`src/rtl/risc_v_32_memarb_if.sv`:
```
// risc_v_32_memarb_if
//   Bundles the fetch port, the load/store port and the external memory pins
//   of the unified-memory arbiter.
//   Modports:
//     slave  - the arbiter: takes requests and mem_rdata, drives acks, read
//              data, stall flags and the memory pins.
//     master - the environment (IF/MEM stages plus the memory device).
//   Signals:
//     i_req/i_addr -> i_rdata/i_ack                 fetch port
//     d_req/d_we/d_addr/d_wdata -> d_rdata/d_ack    load/store port
//     stall_if, stall_mem                           pipeline freeze flags
//     mem_ce/mem_we/mem_addr/mem_wdata, mem_rdata   memory pins
interface risc_v_32_memarb_if;
  logic        i_req;
  logic [31:0] i_addr;
  logic [31:0] i_rdata;
  logic        i_ack;
  logic        d_req;
  logic        d_we;
  logic [31:0] d_addr;
  logic [31:0] d_wdata;
  logic [31:0] d_rdata;
  logic        d_ack;
  logic        stall_if;
  logic        stall_mem;
  logic        mem_ce;
  logic        mem_we;
  logic [31:0] mem_addr;
  logic [31:0] mem_wdata;
  logic [31:0] mem_rdata;

  modport slave (
    input  i_req, i_addr, d_req, d_we, d_addr, d_wdata, mem_rdata,
    output i_rdata, i_ack, d_rdata, d_ack, stall_if, stall_mem,
           mem_ce, mem_we, mem_addr, mem_wdata
  );

  modport master (
    output i_req, i_addr, d_req, d_we, d_addr, d_wdata, mem_rdata,
    input  i_rdata, i_ack, d_rdata, d_ack, stall_if, stall_mem,
           mem_ce, mem_we, mem_addr, mem_wdata
  );
endinterface

```
`src/rtl/risc_v_32_memarb.sv`:
```
// risc_v_32_memarb
//   Arbiter for a single-port unified memory shared by instruction fetch (I)
//   and load/store (D). Each access runs IDLE -> ISSUE -> WAIT -> RESP:
//   one mem_ce cycle, MEM_LAT wait cycles, then a one-cycle ack with the
//   read data. D has strict priority over I.
//   Optional build macro: MEMARB_STARVE_GUARD_EN
//     When defined, a 4-bit streak counter forces an I grant after
//     STREAK_MAX consecutive D grants made while i_req was pending.
//   Parameters:
//     MEM_LAT     cycles from the mem_ce cycle to valid mem_rdata (>= 1)
//     STREAK_MAX  D-grant streak limit for the guard build (1..15)
//   Ports:
//     clk  rising-edge clock
//     rst  asynchronous active-high reset
//     bus  risc_v_32_memarb_if.slave (fetch, load/store and memory pins)
module risc_v_32_memarb #(
  parameter int MEM_LAT    = 1,
  parameter int STREAK_MAX = 4
) (
  input  logic                     clk,
  input  logic                     rst,
  risc_v_32_memarb_if.slave        bus
);

  if (MEM_LAT < 1) begin : g_bad_lat
    $error("risc_v_32_memarb: MEM_LAT must be >= 1");
  end
  if (STREAK_MAX < 1 || STREAK_MAX > 15) begin : g_bad_streak
    $error("risc_v_32_memarb: STREAK_MAX must be in 1..15");
  end

  localparam int CW = (MEM_LAT > 1) ? $clog2(MEM_LAT + 1) : 1;

  typedef enum logic [1:0] {IDLE, ISSUE, WAIT, RESP} state_t;

  state_t        state, state_nxt;
  logic [CW-1:0] wait_cnt;
  logic          owner_d;
  logic          lat_we;
  logic          grant_i, grant_d;
  logic          wait_done;

`ifdef MEMARB_STARVE_GUARD_EN
  logic [3:0]    streak;
`endif

  assign wait_done = (wait_cnt == CW'(1));

  always_comb begin
    grant_i   = 1'b0;
    grant_d   = 1'b0;
    state_nxt = state;
    case (state)
      IDLE: begin
`ifdef MEMARB_STARVE_GUARD_EN
        if (bus.i_req && (!bus.d_req || streak == 4'(STREAK_MAX)))
          grant_i = 1'b1;
        else if (bus.d_req)
          grant_d = 1'b1;
`else
        if (bus.d_req)
          grant_d = 1'b1;
        else if (bus.i_req)
          grant_i = 1'b1;
`endif
        if (grant_i || grant_d)
          state_nxt = ISSUE;
      end
      ISSUE:   state_nxt = WAIT;
      WAIT:    if (wait_done) state_nxt = RESP;
      RESP:    state_nxt = IDLE;
      default: state_nxt = IDLE;
    endcase
  end

  always_ff @(posedge clk or posedge rst) begin
    if (rst) state <= IDLE;
    else     state <= state_nxt;
  end

  // mem_addr/mem_wdata double as the request latch: loaded on grant, shown
  // during ISSUE and held afterwards while mem_ce is low.
  always_ff @(posedge clk or posedge rst) begin
    if (rst) begin
      bus.i_ack     <= 1'b0;
      bus.d_ack     <= 1'b0;
      bus.i_rdata   <= '0;
      bus.d_rdata   <= '0;
      bus.mem_ce    <= 1'b0;
      bus.mem_we    <= 1'b0;
      bus.mem_addr  <= '0;
      bus.mem_wdata <= '0;
      wait_cnt      <= '0;
      owner_d       <= 1'b0;
      lat_we        <= 1'b0;
    end else begin
      bus.i_ack  <= 1'b0;
      bus.d_ack  <= 1'b0;
      bus.mem_ce <= 1'b0;
      bus.mem_we <= 1'b0;
      case (state)
        IDLE: begin
          if (grant_d) begin
            owner_d       <= 1'b1;
            lat_we        <= bus.d_we;
            bus.mem_ce    <= 1'b1;
            bus.mem_we    <= bus.d_we;
            bus.mem_addr  <= bus.d_addr;
            bus.mem_wdata <= bus.d_wdata;
          end else if (grant_i) begin
            owner_d      <= 1'b0;
            lat_we       <= 1'b0;
            bus.mem_ce   <= 1'b1;
            bus.mem_addr <= bus.i_addr;
          end
        end
        ISSUE: wait_cnt <= CW'(MEM_LAT);
        WAIT: begin
          wait_cnt <= wait_cnt - CW'(1);
          // Last wait cycle: capture read data so it is valid with the ack.
          if (wait_done) begin
            if (owner_d) begin
              bus.d_ack   <= 1'b1;
              bus.d_rdata <= lat_we ? '0 : bus.mem_rdata;
            end else begin
              bus.i_ack   <= 1'b1;
              bus.i_rdata <= bus.mem_rdata;
            end
          end
        end
        default: ;
      endcase
    end
  end

`ifdef MEMARB_STARVE_GUARD_EN
  always_ff @(posedge clk or posedge rst) begin
    if (rst)
      streak <= '0;
    else if (grant_i)
      streak <= '0;
    else if (grant_d)
      streak <= bus.i_req ? streak + 4'd1 : '0;
  end
`endif

  assign bus.stall_if  = bus.i_req & ~bus.i_ack;
  assign bus.stall_mem = bus.d_req & ~bus.d_ack;

endmodule

```
`src/flat_wrapper.sv`:
```
// flat-port wrapper written by rule: the top's interface ports become plain ports
module risc_v_32_memarb_flat 
#(
  parameter int MEM_LAT    = 1,
  parameter int STREAK_MAX = 4
)
  (clk, rst, bus_i_req, bus_i_addr, bus_d_req, bus_d_we, bus_d_addr, bus_d_wdata, bus_mem_rdata, bus_i_rdata, bus_i_ack, bus_d_rdata, bus_d_ack, bus_stall_if, bus_stall_mem, bus_mem_ce, bus_mem_we, bus_mem_addr, bus_mem_wdata);
  risc_v_32_memarb_if bus_i ();
  input  logic clk;
  input  logic rst;
  input wire logic [$bits(bus_i.i_req)-1:0] bus_i_req;
  input wire logic [$bits(bus_i.i_addr)-1:0] bus_i_addr;
  input wire logic [$bits(bus_i.d_req)-1:0] bus_d_req;
  input wire logic [$bits(bus_i.d_we)-1:0] bus_d_we;
  input wire logic [$bits(bus_i.d_addr)-1:0] bus_d_addr;
  input wire logic [$bits(bus_i.d_wdata)-1:0] bus_d_wdata;
  input wire logic [$bits(bus_i.mem_rdata)-1:0] bus_mem_rdata;
  output wire logic [$bits(bus_i.i_rdata)-1:0] bus_i_rdata;
  output wire logic [$bits(bus_i.i_ack)-1:0] bus_i_ack;
  output wire logic [$bits(bus_i.d_rdata)-1:0] bus_d_rdata;
  output wire logic [$bits(bus_i.d_ack)-1:0] bus_d_ack;
  output wire logic [$bits(bus_i.stall_if)-1:0] bus_stall_if;
  output wire logic [$bits(bus_i.stall_mem)-1:0] bus_stall_mem;
  output wire logic [$bits(bus_i.mem_ce)-1:0] bus_mem_ce;
  output wire logic [$bits(bus_i.mem_we)-1:0] bus_mem_we;
  output wire logic [$bits(bus_i.mem_addr)-1:0] bus_mem_addr;
  output wire logic [$bits(bus_i.mem_wdata)-1:0] bus_mem_wdata;
  assign bus_i.i_req = bus_i_req;
  assign bus_i.i_addr = bus_i_addr;
  assign bus_i.d_req = bus_d_req;
  assign bus_i.d_we = bus_d_we;
  assign bus_i.d_addr = bus_d_addr;
  assign bus_i.d_wdata = bus_d_wdata;
  assign bus_i.mem_rdata = bus_mem_rdata;
  assign bus_i_rdata = bus_i.i_rdata;
  assign bus_i_ack = bus_i.i_ack;
  assign bus_d_rdata = bus_i.d_rdata;
  assign bus_d_ack = bus_i.d_ack;
  assign bus_stall_if = bus_i.stall_if;
  assign bus_stall_mem = bus_i.stall_mem;
  assign bus_mem_ce = bus_i.mem_ce;
  assign bus_mem_we = bus_i.mem_we;
  assign bus_mem_addr = bus_i.mem_addr;
  assign bus_mem_wdata = bus_i.mem_wdata;
  risc_v_32_memarb #(.MEM_LAT(MEM_LAT), .STREAK_MAX(STREAK_MAX)) u_core (.clk(clk), .rst(rst), .bus(bus_i));
endmodule
```
`config.mk`:
```
export PLATFORM = sky130hd
export DESIGN_NAME = risc_v_32_memarb_flat
export DESIGN_NICKNAME = d
export VERILOG_FILES = /design/src/rtl/risc_v_32_memarb_if.sv /design/src/rtl/risc_v_32_memarb.sv /design/src/flat_wrapper.sv
export SDC_FILE = /design/constraint.sdc
export NUM_CORES = 1
export LEC_CHECK = 0
export CAP_MARGIN = 20
export CORE_MARGIN = 4
export CORE_UTILIZATION = 38
export CTS_BUF_LIST = sky130_fd_sc_hd__clkbuf_4 sky130_fd_sc_hd__clkbuf_8
export DETAILED_ROUTE_END_ITERATION = 16
export HOLD_SLACK_MARGIN = 0.06
export PLACE_DENSITY = 0.78
export SYNTH_ARGS = -nofsm -noshare
export SYNTH_HDL_FRONTEND = slang
export SYNTH_SLANG_ARGS = --single-unit
```
`constraint.sdc`:
```
create_clock -name clk -period 4.6 [get_ports clk]
set_clock_uncertainty 0.15 [all_clocks]
set_input_delay 0.92 -clock clk [delete_from_list [all_inputs] [get_ports clk]]
set_output_delay 0.92 -clock clk [all_outputs]
set_load 0.01 [all_outputs]
```
==> results.sh, run 1 <==
export IMPL_synth_top_area_share_pct=61.0
export IMPL_synth_area_um2=5620
export IMPL_path_class="in2out"
export IMPL_place_hpwl_um=11100
export IMPL_die_w_um=130
export IMPL_viasPerCell=4.90
export IMPL_globalRouteOverflowTotal=0
export IMPL_r2r_start="u_core.state[0]"
export IMPL_grt_usage_pct=17.8
export IMPL_core_region_area_um2=14500
export IMPL_end_kind="primary output"
export IMPL_rsz0062_at_grt="no"
export IMPL_fin_crit_sh_pct=72.4
export IMPL_drc=0
export IMPL_fin_crit_ns=3.33
export IMPL_cts_buffers=17
export IMPL_ys_ff_latch=137
export IMPL_area_growth_pct=56.7
export IMPL_fp_row_count=44
export IMPL_root_buffer="clkbuf_8"
export IMPL_slowest_delay_ns=0.62
export IMPL_synth_cell_types=29
export IMPL_cp_common_cell="clkdlybuf4s50_1"
export IMPL_antenna_found_initial=0
export IMPL_maxSlewHeadroom_pct=36.5
export IMPL_yosysTopAreaCell="dfrtp_1"
export IMPL_boundaryPins=267
export IMPL_start_kind="primary input"
export IMPL_cts_tree="yes"
export IMPL_n_fill_cell=1134
export IMPL_synthCells=450
export IMPL_gp_congestion=0.761
export IMPL_cts_sinks=137
export IMPL_reg2reg_depth=4
export IMPL_max_freq_mhz=300
export IMPL_wl_per_cell_um=16.7
export IMPL_num_antenna_cells=0
export IMPL_start_util_pct=38.7
export IMPL_cap_violations=0
export IMPL_crit_start="bus_d_req"
export IMPL_ff2ff_setup_slack_ns=2.35
export IMPL_hold_buffers=0
export IMPL_ys_top_cells_by_area="dfrtp_1 (61%), nand2_1 (6.5%), mux2_1 (6.0%)"
export IMPL_crit_path_max_fanout=6
export IMPL_power_density_nw_per_um2=668
export IMPL_slowest_stage="clkdlybuf4s50_1"
export IMPL_final_area_um2=8810
export IMPL_timing_rr_end="u_core.bus.mem_wdata[31]"
export IMPL_die_area_um2=16800
export IMPL_insertion_delay_ns=0.43
export IMPL_seq_area_frac_synth_pct=61.0
export IMPL_htreeDepth=4
export IMPL_synth_warnings=0
export IMPL_grt_max_degree=75
export IMPL_portBuffers=266
export IMPL_cp_arrival_ns=2.26
export IMPL_path_clk_slew_ns=0.08
export IMPL_status="completed"
export IMPL_dr_pass1_iters=4
export IMPL_first_global_vias=4674
export IMPL_ctsResizeCount=0
export IMPL_worstPathRequired_ns=3.53
export IMPL_num_vias=4453
export IMPL_synth_nets=586
export IMPL_hold_path_class="reg2reg"
export IMPL_min_path_cells=2
export IMPL_setup_violations=0
export IMPL_hold_viol=0
export IMPL_critPathCapture="bus_stall_mem"
export IMPL_crit_chain="clkdlybuf4s50_1, nor2b_1, clkdlybuf4s50_1"
export IMPL_dieHeight_um=130
export IMPL_p_leak_nw=3.84
export IMPL_holdWs_ns=0.327
export IMPL_postPlaceCellArea_um2=8360
export IMPL_clock_path_buffers=2
export IMPL_cts_setup_buffers=0
export IMPL_fin_setup_tns_ns=0
export IMPL_drt_iter0_drc=220
export IMPL_grt_pass1_wl_um=23400
export IMPL_ant_nets=0
export IMPL_drive_gt1_share_pct=10.9
export IMPL_worst_pin_slew_ns=0.952
export IMPL_final_nets=847
export IMPL_ir_drop_v=0.000319
export IMPL_syn_avg_cell_area_um2=12.5
export IMPL_maxSlewViolCount=0
export IMPL_drt_total_wl_um=15200
metrics by stage:
step	power [mW]	util, %	worst slack (ns)	cells
2_1_floorplan	3.42	-	1.82	450
3_3_place_gp	4.82	57.5	1.29	874
3_5_place_dp	4.92	57.5	1.26	874
4_1_cts	5.94	60.3	1.26	906
5_1_grt	6.28	60.6	1.22	908
6_report	5.89	60.6	1.27	908
logic make-up after synthesis:
group,Yosys count,share of synthesized area [%]
compound gates,69,8.52
fa+ha+maj,3,0.668
buf+inv,35,4.07
flops,137,61.0
mux,66,14.4
simple gates,140,11.4
metal layers:
metal | global-route usage, % | wire length, um
met3 | 6.80 | 1480
met5 | 0 | 0
met4 | 7.52 | 373
met1 | 20.6 | 5970
met2 | 29.5 | 7340
synth_stat cells:
master      n
dfrtp_1   137
nand2_1    98
a32oi_1    32
nand2b_1   32
o21ai_0    32
mux2_1     30
mux2_2     19
mux2_4     17
buf_2      12
clkbuf_1    6
inv_1       5
buf_4       4
buf_6       3
ha_1        3
nor2b_1     3
a21o_1      2
buf_12      2
nor2_1      2
a21oi_1     1
and2_4      1
and2b_1     1
and3_1      1
buf_1       1
buf_8       1
clkbuf_2    1
nand3_1     1
nand3b_4    1
o21ai_2     1
o32a_1      1
cells in the final DEF (no fill, tap or decap), types with 2 or more instances in the layout:
cell,Yosys,routed
bufinv_16,0,2
nor2b_1,3,3
mux2_2,19,19
ha_1,3,3
nand2b_1,32,32
clkinv_4,0,2
buf_12,2,2
nand2_1,98,98
clkdlybuf4s50_1,0,266
clkinvlp_4,0,5
mux2_4,17,17
buf_4,4,3
a21o_1,2,2
mux2_1,30,30
o21ai_0,32,32
clkbuf_8,0,17
a32oi_1,32,32
dfrtp_1,137,137
inv_6,0,5
inv_1,5,4
nor2_1,2,2
sequential cells by signal (all words and copies together), names as in the netlist:
| name | cells |
|---|---|
| u_core.bus.d_rdata | 32 |
| u_core.bus.i_rdata | 32 |
| u_core.bus.mem_we | 1 |
| u_core.state | 2 |
| u_core.lat_we | 1 |
| u_core.bus.mem_wdata | 32 |
| u_core.bus.mem_addr | 32 |
| u_core.bus.mem_ce | 1 |
| u_core.wait_cnt | 1 |
| u_core.bus.d_ack | 1 |
| u_core.bus.i_ack | 1 |
| u_core.owner_d | 1 |
critical path, delay by kind of cell:
family        cells  cell delay (ns)
buf+inv           2             1.16
simple gates      1             0.18
final cells by class:
| cell class | instances | area, um2 | share of cell area [%] |
|---|---|---|---|
| Timing Repair Buffer | 272 | 2750 | 31.2 |
| Clock inverter | 14 | 163 | 1.85 |
| Inverter | 5 | 22.5 | 0.256 |
| Sequential cell | 137 | 3430 | 38.9 |
| Tap cell | 184 | 230 | 2.61 |
| Clock buffer | 18 | 241 | 2.74 |
| Multi-Input combinational cell | 278 | 1970 | 22.4 |
worst min path at each step:
| stage | start | to | slack [ns] |
|---|---|---|---|
| global placement | u_core.bus.mem_addr[11] | u_core.bus.mem_addr[11] | 0.31 |
| CTS | u_core.bus.mem_addr[8] | u_core.bus.mem_addr[8] | 0.33 |
| global route | u_core.bus.mem_addr[28] | u_core.bus.mem_addr[28] | 0.36 |
| floorplan | u_core.owner_d | u_core.bus.i_ack | 0.29 |
| detailed placement | u_core.bus.mem_addr[8] | u_core.bus.mem_addr[8] | 0.31 |
| finish | u_core.bus.mem_addr[9] | u_core.bus.mem_addr[9] | 0.33 |
power by group:
part | switching, mW | leakage, nW | internal (mW)
clock network | 0.494 | 0.193 | 0.501
logic | 1.13 | 1.98 | 1.61
registers | 0.358 | 1.66 | 1.79
No activity file was read; power rests on OpenSTA's default activity.
==> run 2, diff against run 1 <==
- CORE_UTILIZATION: 38 -> 42
- PLACE_DENSITY: 0.78 -> 0.82
- clock period: 4.6 -> 3.2 ns (I/O delays scaled with it)
==> results.sh, run 2 (same netlist as run 1, synthesis figures left out) <==
export IMPL_ctsResizeCount=0
export IMPL_dr_pass1_iters=4
export IMPL_drt_iter0_drc=227
export IMPL_maxSlewHeadroom_pct=45.3
export IMPL_grt_usage_pct=21.0
export IMPL_cap_violations=0
export IMPL_num_vias=4469
export IMPL_drc=0
export IMPL_core_region_area_um2=13200
export IMPL_cp_arrival_ns=1.93
export IMPL_num_antenna_cells=0
export IMPL_final_cell_mix="clkdlybuf4s50_1 (266), dfrtp_1 (137), nand2_1 (98)"
export IMPL_path_class="in2out"
export IMPL_cts_sinks=137
export IMPL_cts_setup_buffers=0
export IMPL_portBuffers=266
export IMPL_root_buffer="clkbuf_8"
export IMPL_die_w_um=124
export IMPL_hold_path_class="reg2reg"
export IMPL_place_inst=869
export IMPL_end_kind="primary output"
export IMPL_gp_congestion=0.774
export IMPL_worstPathRequired_ns=2.41
export IMPL_first_global_vias=4677
export IMPL_place_hpwl_um=11800
export IMPL_status="completed"
export IMPL_drive_gt1_share_pct=11.0
export IMPL_hold_viol=0
export IMPL_dieHeight_um=124
export IMPL_globalRouteOverflowTotal=0
export IMPL_wl_per_cell_um=17.8
export IMPL_start_kind="primary input"
export IMPL_start_util_pct=42.6
export IMPL_design_power_total_mw=8.67
export IMPL_rsz0062_at_grt="no"
export IMPL_fp_row_count=42
export IMPL_area_growth_pct=57.5
export IMPL_fin_crit_sh_pct=85.0
export IMPL_p_leak_nw=3.88
export IMPL_maxSlewViolCount=0
export IMPL_clock_path_buffers=2
export IMPL_insertion_delay_ns=0.42
export IMPL_viasPerCell=4.96
export IMPL_fin_cells=901
export IMPL_postPlaceCellArea_um2=8370
export IMPL_ant_nets=0
export IMPL_hold_buffers=0
export IMPL_drt_total_wl_um=16000
export IMPL_worst_pin_slew_ns=0.821
export IMPL_final_nets=849
export IMPL_power_density_nw_per_um2=980
export IMPL_die_area_um2=15300
export IMPL_crit_path_max_fanout=6
export IMPL_grt_max_degree=138
export IMPL_htreeDepth=4
export IMPL_path_clk_slew_ns=0.07
export IMPL_setup_violations=0
export IMPL_antenna_found_initial=0
export IMPL_final_area_um2=8850
export IMPL_max_freq_mhz=368
export IMPL_ir_drop_v=0.000448
export IMPL_fin_setup_tns_ns=0
export IMPL_cts_buffers=17
export IMPL_fin_crit_ns=2.72
export IMPL_boundaryPins=267
export IMPL_grt_pass1_wl_um=24400
export IMPL_final_common_cell="clkdlybuf4s50_1"
export IMPL_cts_tree="yes"
==> run 2: cell count changes in the layout (fill, tap and decap cells not counted) <==
cell / previous run / this run
clkinvlp_4: 5 / 2
buf_4: 3 / 6
clkinv_4: 2 / 1
clkbuf_8: 17 / 18
clkbuf_4: 1 / 2
buf_12: 2 / 1
inv_6: 5 / 2
bufinv_16: 2 / 5
clkinv_2: 0 / 2
inv_8: 1 / 0
==> run 2: worst paths after layout <==
kind	start	to	slack (ns)	cells past startpoint
max reg2reg	u_core.state[0]	u_core.bus.mem_addr[23]	1.02	6
min in group asynchronous	rst	u_core.bus.i_rdata[20]	0.62	3
min	u_core.bus.mem_addr[12]	u_core.bus.mem_addr[12]	0.33	2
min reg2reg	u_core.bus.mem_addr[12]	u_core.bus.mem_addr[12]	0.33	2
max	bus_d_req	bus_stall_mem	0.48	3
max in group asynchronous	rst	u_core.bus.mem_addr[1]	1.73	3
==> run 2: through the flow <==
step / hold WS, ns / utilization, % / setup slack (ns)
2_1_floorplan: 0.295 / - / 0.703
3_5_place_dp: 0.311 / 63.5 / 0.383
6_report: 0.326 / 67.1 / 0.481
3_3_place_gp: 0.309 / 63.5 / 0.459
5_1_grt: 0.342 / 67.1 / 0.415
4_1_cts: 0.328 / 66.9 / 0.475
==> run 2: layout make-up <==
type                    instances  area (um2)
fillers                       971        4340
flip-flops and latches        137        3430
repair buffers                274        2760
multi-input cells             278        1970
clock buffers                  20         263
well taps                     176         220
clock inverters                11         194
inverters                       5        22.5
==> run 2: routing by layer <==
metal	global-route usage, %	wire, um	share of wire [%]
met5	0	0	0
met4	8.65	379	2.4
met3	8.81	1680	10
met2	36.0	8130	51
met1	23.0	5850	36
==> run 2: power by group <==
part	switching (mW)	internal (mW)	total [mW]
Clock	0.649	0.966	1.61
Sequential	0.517	2.58	3.10
Combinational	1.65	2.31	3.96
==> run 2: critical path, stage by stage <==
cell and delay (ns):
clkdlybuf4s50_1 0.59, nor2b_1 0.16, clkdlybuf4s50_1 0.54
